## config.mk

```make
export PLATFORM = sky130hd
export DESIGN_NAME = dbus_region_router
export DESIGN_NICKNAME = d
export VERILOG_FILES = /design/src/rtl/dbus_region_router_pkg.sv /design/src/rtl/dbus_region_decode.sv /design/src/rtl/dbus_region_router.sv
export SDC_FILE = /design/constraint.sdc
export NUM_CORES = 1
export LEC_CHECK = 0
export CORE_AREA = 5 5 124 126
export CTS_CLUSTER_SIZE = 20
export DETAILED_ROUTE_END_ITERATION = 6
export DIE_AREA = 0 0 129 131
export GPL_TIMING_DRIVEN = 0
export HOLD_SLACK_MARGIN = 0.06
export PLACE_DENSITY_LB_ADDON = 0.25
export SLEW_MARGIN = 20
export SYNTH_ARGS = -nofsm -noshare
export SYNTH_HDL_FRONTEND = slang
export SYNTH_SLANG_ARGS = --single-unit
```

## constraint.sdc

```tcl
create_clock -name clk -period 2.5 [get_ports clk]
set_input_delay 0.375 -clock clk [delete_from_list [all_inputs] [get_ports clk]]
set_output_delay 0.375 -clock clk [all_outputs]
set_load 0.01 [all_outputs]
```

## src/rtl/dbus_region_router_pkg.sv

```systemverilog
// Shared dbus types and region constants for the data-bus router.
//   dbus_req_t    : core -> downstream request (valid, addr, size, strobe, data)
//   dbus_resp_t   : downstream -> core response (addr_ok, data_ok, data)
//   router_port_t : symbolic names for the usual downstream port indices
//   REGION_UNCACHED_MASK/MATCH : the uncached window 0xA000_0000..0xBFFF_FFFF
package dbus_region_router_pkg;

  typedef struct packed {
    logic        valid;
    logic [31:0] addr;
    logic [2:0]  size;
    logic [3:0]  strobe;
    logic [31:0] data;
  } dbus_req_t;

  typedef struct packed {
    logic        addr_ok;
    logic        data_ok;
    logic [31:0] data;
  } dbus_resp_t;

  typedef enum logic [2:0] {
    PORT_DCACHE   = 3'd0,
    PORT_UNCACHED = 3'd1,
    PORT_MMIO     = 3'd2
  } router_port_t;

  localparam logic [31:0] REGION_UNCACHED_MASK  = 32'hE000_0000;
  localparam logic [31:0] REGION_UNCACHED_MATCH = 32'hA000_0000;

  function automatic logic region_hit(input logic [31:0] addr,
                                      input logic [31:0] mask,
                                      input logic [31:0] match);
    return (addr & mask) == match;
  endfunction

endpackage

```

## src/rtl/dbus_region_decode.sv

```systemverilog
// Combinational address-region decoder: lowest-index port whose mask/match
// hits wins; the default port never matches by region and is the fallback.
//   addr : request address
//   sel  : selected port index
module dbus_region_decode
  import dbus_region_router_pkg::*;
#(
  parameter int NUM_PORTS = 2,
  parameter logic [NUM_PORTS-1:0][31:0] PORT_MASK  = {REGION_UNCACHED_MASK, 32'h0},
  parameter logic [NUM_PORTS-1:0][31:0] PORT_MATCH = {REGION_UNCACHED_MATCH, 32'h0},
  parameter int DEFAULT_PORT = 0,
  localparam int PW = (NUM_PORTS > 1) ? $clog2(NUM_PORTS) : 1
) (
  input  logic [31:0]   addr,
  output logic [PW-1:0] sel
);

  // Scan from the top down so the lowest matching index is the last to write.
  always_comb begin
    sel = PW'(DEFAULT_PORT);
    for (int i = NUM_PORTS - 1; i >= 0; i--) begin
      if (i != DEFAULT_PORT && region_hit(addr, PORT_MASK[i], PORT_MATCH[i])) begin
        sel = PW'(i);
      end
    end
  end

endmodule

```

## src/rtl/dbus_region_router.sv

```systemverilog
// Steers one core dbus to NUM_PORTS downstream dbus ports by address region.
// Tracks accepted-but-unanswered requests and only moves ownership to a new
// port once the current owner is drained and not internally blocked.
//   clk, resetn : clock, asynchronous active-low reset
//   dreq/dresp  : core side request / response
//   port_req    : per-port requests (only the selected one is ever non-zero)
//   port_resp   : per-port responses
//   port_block  : per-port busy; the owner may not be left while it is set
//   cur_port    : port owning outstanding traffic
//   err         : sticky protocol error (stray or unmatched data_ok)
module dbus_region_router
  import dbus_region_router_pkg::*;
#(
  parameter int NUM_PORTS       = 2,
  parameter int MAX_OUTSTANDING = 2,
  parameter logic [NUM_PORTS-1:0][31:0] PORT_MASK  = {REGION_UNCACHED_MASK, 32'h0},
  parameter logic [NUM_PORTS-1:0][31:0] PORT_MATCH = {REGION_UNCACHED_MATCH, 32'h0},
  parameter int DEFAULT_PORT = 0,
  localparam int PW = (NUM_PORTS > 1) ? $clog2(NUM_PORTS) : 1,
  localparam int CW = $clog2(MAX_OUTSTANDING + 1)
) (
  input  logic                         clk,
  input  logic                         resetn,
  input  dbus_req_t                    dreq,
  output dbus_resp_t                   dresp,
  output dbus_req_t  [NUM_PORTS-1:0]   port_req,
  input  dbus_resp_t [NUM_PORTS-1:0]   port_resp,
  input  logic       [NUM_PORTS-1:0]   port_block,
  output logic       [PW-1:0]          cur_port,
  output logic                         err
);

  localparam logic [CW-1:0] CNT_MAX = CW'(MAX_OUTSTANDING);

  logic [PW-1:0] sel;
  logic [PW-1:0] rp;
  logic [PW-1:0] cur_port_q;
  logic [CW-1:0] cnt_q;
  logic [CW-1:0] cnt_d;
  logic          err_q;
  logic          idle;
  logic          grant;
  logic          accept;
  logic          ret;
  logic          stray;

  dbus_region_decode #(
    .NUM_PORTS    (NUM_PORTS),
    .PORT_MASK    (PORT_MASK),
    .PORT_MATCH   (PORT_MATCH),
    .DEFAULT_PORT (DEFAULT_PORT)
  ) u_decode (
    .addr (dreq.addr),
    .sel  (sel)
  );

  assign idle = (cnt_q == '0);
  // While idle the response can only belong to a same-cycle pair on sel.
  assign rp   = idle ? sel : cur_port_q;

  // Outputs are forced quiet while reset is asserted so nothing leaks
  // downstream from a request the core holds through reset.
  always_comb begin
    grant = 1'b0;
    if (resetn && dreq.valid) begin
      if (idle) begin
        grant = !(port_block[cur_port_q] && (sel != cur_port_q));
      end else begin
        grant = (sel == cur_port_q) && (cnt_q < CNT_MAX);
      end
    end
  end

  always_comb begin
    for (int i = 0; i < NUM_PORTS; i++) begin
      port_req[i] = '0;
      if (resetn && (PW'(i) == sel)) begin
        port_req[i]       = dreq;
        port_req[i].valid = grant;
      end
    end
  end

  always_comb begin
    dresp = '0;
    if (resetn) begin
      dresp.addr_ok = grant && port_resp[sel].addr_ok;
      dresp.data_ok = port_resp[rp].data_ok;
      dresp.data    = port_resp[rp].data;
    end
  end

  assign accept = dreq.valid && dresp.addr_ok;
  assign ret    = port_resp[rp].data_ok && (!idle || accept);

  always_comb begin
    stray = port_resp[rp].data_ok && idle && !accept;
    for (int i = 0; i < NUM_PORTS; i++) begin
      if ((PW'(i) != rp) && port_resp[i].data_ok) begin
        stray = 1'b1;
      end
    end
  end

  // A return while full only frees the slot for the following cycle:
  // grant looks at cnt_q, never at cnt_d.
  always_comb begin
    cnt_d = cnt_q;
    if (accept && !ret) begin
      cnt_d = cnt_q + CW'(1);
    end else if (!accept && ret) begin
      cnt_d = cnt_q - CW'(1);
    end
  end

  always_ff @(posedge clk or negedge resetn) begin
    if (!resetn) begin
      cur_port_q <= PW'(DEFAULT_PORT);
      cnt_q      <= '0;
      err_q      <= 1'b0;
    end else begin
      cnt_q <= cnt_d;
      if (accept) begin
        cur_port_q <= sel;
      end
      if (stray) begin
        err_q <= 1'b1;
      end
    end
  end

  assign cur_port = cur_port_q;
  assign err      = err_q;

endmodule
```

* Word-level counts from Yosys, hierarchy flattened
Cells that the tools add are included.
** Operators by class
- $add $sub $neg :: 2
- Magnitude comparators :: 4
- Eq/ne operators :: 3
- Mux-type cells :: 17
- Bitwise operators :: 2
- Reduce and logical (&&, ||, !) cells :: 21
** Operators by type and width (number)
- two-way mux 72 bit :: 2
- two-way mux 34 bit :: 3
- two-way mux 33 bit :: 2
- logical AND 1 bit :: 14
- two-way mux 1 bit :: 8
- < comparator 1 x 2 -> 1 bit (second input constant) :: 3
- logical NOT 1 bit :: 4
- two-way mux 2 bit :: 2
- == test 3 bit (second input constant) :: 1
- adder 2 x 1 -> 2 bit (second input constant) :: 1
- logical NOT 2 bit :: 1
- < comparator 2 bit (second input constant) :: 1
- NOT 1 bit :: 2
- nonzero test 2 bit :: 1
- subtractor 2 x 1 -> 2 bit (second input constant) :: 1
- == test 1 bit :: 1
- logical OR 1 bit :: 1
- != test 1 bit :: 1
** Word-level totals
- Bits in registers :: 4
- Input port bits :: 144
- Output and inout bits :: 180
- Word-level logic and storage cells :: 52

* Logic depth before layout (Yosys ltp)
Gate-level depths: netlist (run 1).
- Word-level depth :: 15
- Depth in mapped cells :: 10
- Mapped depth without buffers :: 9

* Cells and area by module
Synthesis (run 1) repeated with hierarchy kept, for this count alone.
** Unflattened totals
- Cell total of the unflattened synthesis :: 313
- Area total of the unflattened synthesis :: 1869.3 um^2
** Modules (own cells, without submodules)
- dbus_region_router :: times used 1, cells an instance 312, area each 1860.5 um^2, seq. area each 100.1 um^2
- dbus_region_decode :: times used 1, cells an instance 1, area each 8.8 um^2, seq. area each 0.0 um^2

* Worst setup path after synthesis (run 1)
Ideal clock, no wire load.
- Path type :: input -> register
- From :: input dreq[69] in the netlist's numbering
- To :: register cnt_q[1]
- Setup time :: 0.079 ns
- Data arrival time :: 1.936 ns
- Required time :: 2.421 ns
- Setup slack :: 0.485 ns
- Cell stages on the path :: 9
- Path buffers :: 1
- Cell sequence :: nand3b_1 -> buf_2 -> xnor2_1 -> a211o_4 -> o21ai_1 -> nand2b_1 -> ha_1 -> nor2_1 -> xor2_1
** Between the ends
- Cells in the longest elaborated chain, start to end :: 15
- Elaborated cells on any way between the ends :: 25
- Those cells by class :: eq/ne: 3; mux: 10; reduce/logical: 12
** RTL lines
- start, declared :: RTL line dbus_region_router.sv:24 : input dbus_req_t dreq,
- == test 3 bit (*) :: RTL line dbus_region_router_pkg.sv:34 : return (addr & mask) == match;
- two-way mux 1 bit (*) :: RTL line dbus_region_decode.sv:22 : if (i != DEFAULT_PORT && region_hit(addr, PORT_MASK[i], PORT_MATCH[i])) begin
- != test 1 bit :: RTL line dbus_region_router.sv:67 : grant = !(port_block[cur_port_q] && (sel != cur_port_q));
- logical AND 1 bit :: RTL line dbus_region_router.sv:67
- logical NOT 1 bit :: RTL line dbus_region_router.sv:67
- two-way mux 1 bit :: RTL line dbus_region_router.sv:66 : if (idle) begin
- two-way mux 1 bit :: RTL line dbus_region_router.sv:65 : if (resetn && dreq.valid) begin
- logical AND 1 bit :: RTL line dbus_region_router.sv:87 : dresp.addr_ok = grant && port_resp[sel].addr_ok;
- two-way mux 34 bit :: RTL line dbus_region_router.sv:86 : if (resetn) begin
- logical AND 1 bit :: RTL line dbus_region_router.sv:93 : assign accept = dreq.valid && dresp.addr_ok;
- logical OR 1 bit :: RTL line dbus_region_router.sv:94 : assign ret = port_resp[rp].data_ok && (!idle || accept);
- logical AND 1 bit :: RTL line dbus_region_router.sv:94
- logical NOT 1 bit :: RTL line dbus_region_router.sv:109 : if (accept && !ret) begin
- logical AND 1 bit :: RTL line dbus_region_router.sv:109
- two-way mux 2 bit / nonzero test 2 bit (equally long branches)
- end signal, assigned :: RTL line dbus_region_router.sv:122 : cnt_q <= cnt_d;
- end, declared :: RTL line dbus_region_router.sv:38 : logic [CW-1:0] cnt_q;
Every way passes the cells marked *; elsewhere a longest branch is shown, timed or not. The select of a mux whose other input is x is not followed.
A chain may end at the register's enable or synchronous reset.

==> parameters.txt, run 1 <==
Parameter                              Value

Cells and area
  Design area    5590 um^2
  Fill count    1,501
  Layout cell share with drive strength beyond 1    9.79%
  Layout net count    801
  Number of inserted diodes    0
  Area occupied by multi-input gates    1660 um^2
  Area used by sequential logic in the layout    100 um^2
  Area growth, synth to finish    196%

Critical path
  Classification of the worst setup path    input pin to primary output
  Peak per-stage delay on the critical path    0.31 ns
  Worst R2R Path Depth    9
  Worst reg2reg endpoint    cnt_q[1]$_DFFE_PN0P_
  Flop-to-flop setup slack    0.31 ns
  Type of origin of the critical path    input pin
  Buffering stage count on the worst path with inverters included    5
  Signal arrival time at the worst endpoint    2.03 ns
  Startpoint of the worst register-to-register path    cur_port$_DFFE_PN0P_
  Worst-path maximum fanout    10
  Critical Path End Type    primary output
  Cell type group with the largest total delay on the critical path    buffers and inverters
  Library cell contributing the largest single delay on the critical path    sky130_fd_sc_hd__dlygate4sd2_1
  Worst path required time    2.12 ns
  Crit-path cells    dlygate4sd2_1 -> and3b_2 -> buf_6 -> a21boi_4 -> buf_4 -> buf_6 -> nand2_1 -> a21boi_1 -> dlygate4sd2_1

Drt
  Post-detailed-route DRC marker count    0
  DR iter-0 viols    117
  Post-DR wirelength/cell    18.9 um
  Wire length after detailed routing    15,800 um
  Final antenna-violating net count    0
  Drt first pass iters    4
  Via/cell ratio    4.54
  Total via count after detailed routing    3,805

Placed design
  Gpl congestion    0.832
  Total of buffers placed on input and output ports    322
  Pre-CTS WS    -0.835 ns
  Dpl hpwl    13,100 um
  Placed instance area    5340 um^2

CTS
  Clock tree from TritonCTS    yes
  Clock latency on the worst-skew pair    0.23 ns
  Root buffer selected by CTS    sky130_fd_sc_hd__clkbuf_16
  Total of hold buffers inserted after clock tree synthesis    0
  Cts bufs inserted    3
  H-tree level count    1
  Register clock-pin slew on the reported worst setup and hold paths    0.03 ns
  Maximum clock insertion buffer count    2
  Sinks on Clock Net    4

STA
  Unrepaired setup endpoints after global routing    no
  Max-slew violation count    0
  Worst-margin pin slew    0.510 ns
  Maximum frequency from static timing analysis    417 MHz
  Worst clock skew    0.00326 ns
  Number of hold violations in the final report    0
  Crit path time final    2.40 ns
  Slew headroom    65.9%
  Smallest hold slack    0.0833 ns
  Final Setup Violations    0
  Worst setup slack after layout    0.0996 ns
  Period utilization    96.0%

Logic synthesis
  Count of different cell masters after synthesis    27
  Total standard cell area after synthesis    1890 um^2
  Sequential element share of the synthesized area    5.30%
  Mean Syn Cell Area    5.89 um^2
  Cells after Synth    321
  Number of warning messages in the yosys log    0
  Fraction of post-synthesis cell area in the top cell type by area    45.7%
  Dominant cell type by area after synthesis    sky130_fd_sc_hd__and3_1
  Cell types occupying the most area after synthesis    sky130_fd_sc_hd__and3_1 46%, sky130_fd_sc_hd__nand2_1 14%, sky130_fd_sc_hd__a21boi_1 13%
  Number of storage elements in the synthesis netlist    4
  Total nets after synthesis    466

Floorplanning
  Core Region    14,200 um^2
  Count of pins on the block boundary    324
  Area enclosed by the die boundary    16,900 um^2
  Initial core utilization    13.3%
  Die height    131 um
  Width of the chip    129 um
  Core Rows    44

Global route
  First-pass GRT wire length    22,000 um
  Initial antenna violation count    0
  Pin count of the biggest net entering global routing    11
  Overflow left after global routing    0
  Overall routing resource usage    16.4%
  Via count of the first global-routing pass    3,986

Min path
  Min-Delay Path Class    input pin to asynchronous set/reset pin

Run
  Number of maximum-capacitance constraint violations    0

Power and ir drop
  Static leakage    2.85 nW
  Maximum vdd drop    0.203 mV
  Power density of the placed cells    307 nW/um^2

Outcome
  Result of the run    finished clean
==> area by class of cell <==
class | instances | share of cell area [%]
buffer | 42 | 5.01
clock buffer | 3 | 1.34
inverter | 2 | 0.134
multi-input combinational | 272 | 29.6
sequential | 4 | 1.79
tap | 184 | 4.12
timing repair buffer | 331 | 58.0
==> routing by layer <==
layer	track usage (%)	share of wire [%]	vias to the layer above
met5	0	0	-
met4	3.15	1.7	0
met3	4.43	9.8	20
met2	31.0	51	233
met1	18.6	38	1765
li1	-	-	1787
==> synthesized netlist by cell type <==
cell / n
sky130_fd_sc_hd__and3_1: 138
sky130_fd_sc_hd__nand2_1: 71
sky130_fd_sc_hd__clkbuf_1: 34
sky130_fd_sc_hd__a21boi_1: 33
sky130_fd_sc_hd__buf_2: 8
sky130_fd_sc_hd__nor2_1: 6
sky130_fd_sc_hd__dfrtp_1: 4
sky130_fd_sc_hd__o21ai_1: 4
sky130_fd_sc_hd__inv_1: 2
sky130_fd_sc_hd__nand3b_1: 2
sky130_fd_sc_hd__xnor2_1: 2
sky130_fd_sc_hd__xor2_1: 2
sky130_fd_sc_hd__a211o_4: 1
sky130_fd_sc_hd__a21boi_2: 1
sky130_fd_sc_hd__and2_1: 1
sky130_fd_sc_hd__and3b_1: 1
sky130_fd_sc_hd__buf_4: 1
sky130_fd_sc_hd__conb_1: 1
sky130_fd_sc_hd__ha_1: 1
sky130_fd_sc_hd__mux2_2: 1
sky130_fd_sc_hd__mux2i_1: 1
sky130_fd_sc_hd__nand2b_1: 1
sky130_fd_sc_hd__nand4b_1: 1
sky130_fd_sc_hd__nor2b_1: 1
sky130_fd_sc_hd__nor4b_1: 1
sky130_fd_sc_hd__nor4bb_1: 1
sky130_fd_sc_hd__o221ai_2: 1
==> cell usage in the layout, fill, tap and decap left out, types with 2 or more instances in the layout <==
cell type                         instances
sky130_fd_sc_hd__clkbuf_2                22
sky130_fd_sc_hd__nor2_1                   5
sky130_fd_sc_hd__xor2_1                   2
sky130_fd_sc_hd__buf_2                    4
sky130_fd_sc_hd__o21ai_1                  2
sky130_fd_sc_hd__clkbuf_4                 4
sky130_fd_sc_hd__buf_4                    8
sky130_fd_sc_hd__clkbuf_8                 3
sky130_fd_sc_hd__a21boi_1                32
sky130_fd_sc_hd__clkbuf_16                3
sky130_fd_sc_hd__dfrtp_1                  4
sky130_fd_sc_hd__buf_6                    6
sky130_fd_sc_hd__clkdlybuf4s50_1        262
sky130_fd_sc_hd__nand2_1                 70
sky130_fd_sc_hd__xnor2_1                  2
sky130_fd_sc_hd__inv_1                    2
sky130_fd_sc_hd__clkbuf_1                 4
sky130_fd_sc_hd__and3_1                 138
sky130_fd_sc_hd__nand3b_1                 2
sky130_fd_sc_hd__buf_12                   2
sky130_fd_sc_hd__dlygate4sd2_1           52
sky130_fd_sc_hd__clkdlybuf4s15_1          5
==> cell families after synthesis <==
family,share of synthesized area (%)
flip-flops,5.30
AO/OA/AOI/OAI,16.5
adder cells (fa/ha/maj),0.662
buffers and inverters,9.67
other,0.198
multiplexers,1.13
AND/OR/NAND/NOR,64.7
XOR/XNOR,1.85
==> how the worst max path moves through the flow <==
stage                   from              endpoint  depth (start not counted)
global route        dreq[68]             dresp[27]                          9
global placement      resetn         port_req[100]                          5
finish              dreq[68]             dresp[27]                          9
CTS                 dreq[69]              dresp[7]                         10
detailed placement    resetn         port_req[100]                          5
floorplan           dreq[69]  cnt_q[1]$_DFFE_PN0P_                          9
==> flip-flops by register name, indices dropped and copies added (netlist names) <==
| register | flops |
|---|---|
| cnt_q | 2 |
| cur_port | 1 |
| err | 1 |
==> where the power goes <==
| group | internal [mW] | total [mW] | switching, mW |
|---|---|---|---|
| combinational | 0.728 | 1.35 | 0.618 |
| sequential | 0.0877 | 0.121 | 0.0330 |
| clock | 0.204 | 0.251 | 0.0461 |
| total | 1.02 | 1.72 | 0.697 |
==> stage by stage <==
stage	total power [mW]	instances	utilization [%]	TNS (ns)
global placement	1.39	827	37.6	-119.28
finish	1.72	838	39.4	0
floorplan	0.663	321	-	0
CTS	1.72	838	39.3	0
detailed placement	1.40	827	37.6	-120.96
global route	1.85	838	39.4	0
==> worst reg2reg max path, stage by stage, from the launching register on <==
cell	delay (ns)
sky130_fd_sc_hd__dfrtp_1	0.46
sky130_fd_sc_hd__nor4bb_1	0.18
sky130_fd_sc_hd__mux2_2	0.29
sky130_fd_sc_hd__a211o_4	0.36
sky130_fd_sc_hd__o21ai_2	0.13
sky130_fd_sc_hd__nand2b_1	0.07
sky130_fd_sc_hd__ha_1	0.19
sky130_fd_sc_hd__xor2_1	0.14
sky130_fd_sc_hd__nor2_1	0.14
sky130_fd_sc_hd__xor2_1	0.16
==> repair_timing <==
item	4_1_cts	5_1_grt
buffers inserted	8	0
pin swaps	4	1
endpoints found under the setup margin	179	19
resized for setup	129	9
gates cloned	1	0
No activity file was read; power rests on OpenSTA's default activity.
==> inputs of run 2 (changes only) <==
--- a/config.mk
+++ b/config.mk
@@ -5,14 +5,16 @@
 export SDC_FILE = /design/constraint.sdc
 export NUM_CORES = 1
 export LEC_CHECK = 0
-export CORE_AREA = 5 5 124 126
+export CORE_AREA = 10 10 118 120
 export CTS_CLUSTER_SIZE = 20
 export DETAILED_ROUTE_END_ITERATION = 6
-export DIE_AREA = 0 0 129 131
+export DIE_AREA = 0 0 128 130
 export GPL_TIMING_DRIVEN = 0
 export HOLD_SLACK_MARGIN = 0.06
 export PLACE_DENSITY_LB_ADDON = 0.25
+export SKIP_LAST_GASP = 1
 export SLEW_MARGIN = 20
 export SYNTH_ARGS = -nofsm -noshare
 export SYNTH_HDL_FRONTEND = slang
+export SYNTH_HIERARCHICAL = 1
 export SYNTH_SLANG_ARGS = --single-unit
==> run 2 against run 1 <==
Net effect:
- wire length down 0.42%
- first-iteration DRC count shrank 47%
- sequential share of layout area grew 0.054 points
- clock power hardly changed
- critical endpoint is now dresp[18]
- critical path depth decreased by 2
- setup slack improved by 0.025 ns
- hold slack better by 0.044 ns
- global-route usage up 0.50 points
- critical path type is now flip-flop to primary output
==> parameters.txt, run 2 <==
Parameter                              Value

Cells and area
  Layout cell share with drive strength beyond 1    13.3% (+3.5 points)
  Max reg flops    2 (unchanged)
  Register containing the most flip-flops in the final layout    cnt_q
  Area growth, synth to finish    190%
  Layout net count    801 (unchanged)
  Top library cells by usage in the layout, fill and taps aside    144 x sky130_fd_sc_hd__clkdlybuf4s50_1, 115 x sky130_fd_sc_hd__dlygate4sd2_1, 72 x sky130_fd_sc_hd__and3_1
  Final Util    46.4% (+7.0 points)
  Leading cell type in the layout, fill and taps excluded    sky130_fd_sc_hd__clkdlybuf4s50_1
  Final cell count without fillers    803 (-4.2%)

STA
  Slew headroom    75.2% (+9.3 points)
  Crit path time final    2.38 ns (-0.0251 ns)
  Number of hold violations in the final report    0 (unchanged)
  Period utilization    95.0% (-1.0 points)
  Unrepaired setup endpoints after global routing    no
  Worst-margin pin slew    0.372 ns (-0.138 ns)
  Worst clock skew    0.000618 ns (-0.00264 ns)
  Worst setup slack after layout    0.125 ns (+0.0251 ns)
  Maximum frequency from static timing analysis    421 MHz (+1.1%)
  Final Setup Violations    0 (unchanged)
  Total Negative Setup Slacks    0 ns (unchanged)
  Max-slew violation count    0 (unchanged)

Critical path
  Cell type group with the largest total delay on the critical path    buffers and inverters
  Type of origin of the critical path    flip-flop
  Library cell contributing the largest single delay on the critical path    sky130_fd_sc_hd__dfrtp_1
  Peak per-stage delay on the critical path    0.46 ns (+0.15 ns)
  Worst-path maximum fanout    10 (unchanged)
  Classification of the worst setup path    flip-flop to primary output
  Critical Path End Type    primary output
  Startpoint of the worst register-to-register path    cnt_q[0]$_DFFE_PN0P_
  Cell type with the highest occurrence count on the critical path    sky130_fd_sc_hd__buf_4
  Crit-path cells    or2_4 -> mux2_4 -> buf_4 -> buf_4 -> nand2_1 -> a21boi_1 -> clkdlybuf4s15_2
  Worst path required time    2.12 ns (about the same)
  Signal arrival time at the worst endpoint    2.00 ns (-0.03 ns)
  Buffering stage count on the worst path with inverters included    3 (-2)
  Crit path from    cnt_q[0]$_DFFE_PN0P_

Drt
  Total via count after detailed routing    3,475 (-8.7%)
  Post-detailed-route DRC marker count    0 (unchanged)
  Final antenna-violating net count    0 (unchanged)
  Drt first pass iters    4 (unchanged)
  Wire length after detailed routing    15,700 um (-0.42%)
  Via/cell ratio    4.33 (-4.7%)
  DR iter-0 viols    62 (-47%)
  Post-DR wirelength/cell    19.6 um (+3.9%)

Logic synthesis
  Number of synthesized flops with an enable pin    0 (unchanged)
  Most instantiated cells after synthesis    72 x sky130_fd_sc_hd__and3_1, 71 x sky130_fd_sc_hd__and2_1, 68 x sky130_fd_sc_hd__nand2_1
  Sequential element share of the synthesized area    5.35% (+0.057 points)
  Mean Syn Cell Area    5.97 um^2 (+1.5%)
  Dominant register cell in the synthesized netlist    sky130_fd_sc_hd__dfrtp_1
  Total standard cell area after synthesis    1870 um^2 (-1.1%)
  Cell types occupying the most area after synthesis    sky130_fd_sc_hd__and3_1 24%, sky130_fd_sc_hd__and2_1 24%, sky130_fd_sc_hd__nand2_1 14%
  Share of cell area taken by muxes after synthesis    2.41% (+1.3 points)
  Number of warning messages in the yosys log    6 (+6)
  Share of the synthesized area in compound gates (AO/OA/AOI/OAI)    15.4% (-1.1 points)
  Dominant cell type by area after synthesis    sky130_fd_sc_hd__and3_1
  Count leader, synth    sky130_fd_sc_hd__and3_1
  Adder-cell share of the synthesized area    0.669% (+0.0071 points)
  Number of storage elements in the synthesis netlist    4 (unchanged)
  Post-synthesis xor/xnor area fraction    1.87% (+0.020 points)
  Combinational family with the most area after synthesis    simple AND/OR/NAND/NOR gates
  Cells after Synth    313 (-2.5%)
  Fraction of post-synthesis cell area in the top cell type by area    24.1% (-22 points)
  Total nets after synthesis    458 (-1.7%)
  Share of flip-flops with an asynchronous set or reset    100% (unchanged)
  Post-synthesis simple-gate area fraction    65.9% (+1.2 points)
  Count of different cell masters after synthesis    28 (+3.7%)

Power and ir drop
  Total power after layout    1.64 mW (-4.8%)
  Static leakage    3.02 nW (+5.9%)
  Maximum vdd drop    0.228 mV (+12%)
  Power density of the placed cells    301 nW/um^2 (-1.9%)

Placed design
  Gpl congestion    0.825 (-0.78%)
  Total of buffers placed on input and output ports    323 (+0.31%)
  Dpl hpwl    13,700 um (+4.1%)
  Placed instance count    783 (-5.3%)
  Pre-CTS WS    -0.965 ns (-0.130 ns)

Run
  Number of maximum-capacitance constraint violations    0 (unchanged)

Outcome
  Result of the run    finished clean

Min path
  Min-Delay Path Class    input pin to asynchronous set/reset pin

CTS
  Maximum clock insertion buffer count    2 (unchanged)
  Register clock-pin slew on the reported worst setup and hold paths    0.03 ns (about the same)
  Cts bufs inserted    3 (unchanged)
  Total of hold buffers inserted after clock tree synthesis    0 (unchanged)
  Clock latency on the worst-skew pair    0.22 ns (about the same)
  Root buffer selected by CTS    sky130_fd_sc_hd__clkbuf_16
  Clock tree from TritonCTS    yes
  H-tree level count    1 (unchanged)
  Sinks on Clock Net    4 (unchanged)

Global route
  First-pass GRT wire length    22,500 um (+2.3%)
  Initial antenna violation count    3 (+3)
  Via count of the first global-routing pass    3,719 (-6.7%)
  Overall routing resource usage    16.9% (+0.50 points)
  Overflow left after global routing    0 (unchanged)
  Pin count of the biggest net entering global routing    13 (+2)

Floorplanning
  Area enclosed by the die boundary    16,600 um^2 (-1.5%)
  Width of the chip    128 um (-0.78%)
  Initial core utilization    16.0% (+2.7 points)
  Count of pins on the block boundary    324 (unchanged)
  Die height    130 um (-0.76%)
  Core Rows    40 (-9.1%)
  Core Region    11,700 um^2 (-18%)
[run 2: cell families (layout without fill, tap and decap cells)]
kind of cell,Yosys count,after routing
AO/OA/AOI/OAI,38,38
XOR/XNOR,4,4
adder cells (fa/ha/maj),1,1
buffers and inverters,38,379
flip-flops,4,4
multiplexers,4,4
other,0,2
AND/OR/NAND/NOR,224,224
[run 2: per-stage QoR]
stage / hold slack [ns] / cell area, um^2
after floorplan: 0.0794 / 1870
after detailed placement: 0.465 / 5290
final: 0.128 / 5430
after CTS: 0.144 / 5380
after global placement: 0.462 / 5290
after global routing: 0.145 / 5430
[run 2: final cells by class]
class,count,area (um^2)
Inverter,4,15.0
Buffer,34,255
Fill cell,1244,6280
Sequential cell,4,100
Antenna cell,2,5.00
Multi-Input combinational cell,271,1640
Timing Repair Buffer,338,3150
Tap cell,147,184
Clock buffer,3,75.1
[run 2: worst paths after layout]
path | end | slack, ns | depth (start not counted)
hold reg to reg | err$_DFFE_PN0P_ | 0.47 | 1
setup reg to reg | cnt_q[1]$_DFFE_PN0P_ | 0.19 | 9
min in group clk | err$_DFFE_PN0P_ | 0.47 | 1
max in group asynchronous | err$_DFFE_PN0P_ | 2.14 | 1
hold / removal | cnt_q[0]$_DFFE_PN0P_ | 0.13 | 1
setup / recovery | dresp[18] | 0.12 | 7
[run 2: power breakdown]
part	leakage, nW	internal, mW	total, mW	switching, mW
Sequential	0.0456	0.0878	0.129	0.0415
Combinational	2.94	0.694	1.26	0.562
Clock	0.0370	0.204	0.250	0.0460
Total	3.02	0.986	1.64	0.650
[run 2: metal layers]
metal	part of all wire (%)	vias to the layer above	GRT usage, %
met5	0.083	-	0
met4	0.63	2	2.32
met3	13	8	8.97
met2	53	176	32.6
met1	33	1564	15.8
li1	-	1725	-
[run 2: timing repair]
item / in CTS / in global routing
resized for setup: 353 / 2
pin swaps: 5 / 3
setup buffers: 10 / 5
setup endpoints to repair: 179 / 97
gates cloned: 0 / 0
[run 2: worst register-to-register path, stage by stage, from the launching register on]
cell	delay (ns)
sky130_fd_sc_hd__dfrtp_1	0.46
sky130_fd_sc_hd__or2_4	0.30
sky130_fd_sc_hd__mux2_4	0.34
sky130_fd_sc_hd__buf_4	0.16
sky130_fd_sc_hd__mux2i_4	0.18
sky130_fd_sc_hd__a21o_1	0.17
sky130_fd_sc_hd__ha_1	0.19
sky130_fd_sc_hd__xor2_1	0.14
sky130_fd_sc_hd__nor2_1	0.14
sky130_fd_sc_hd__xor2_1	0.16
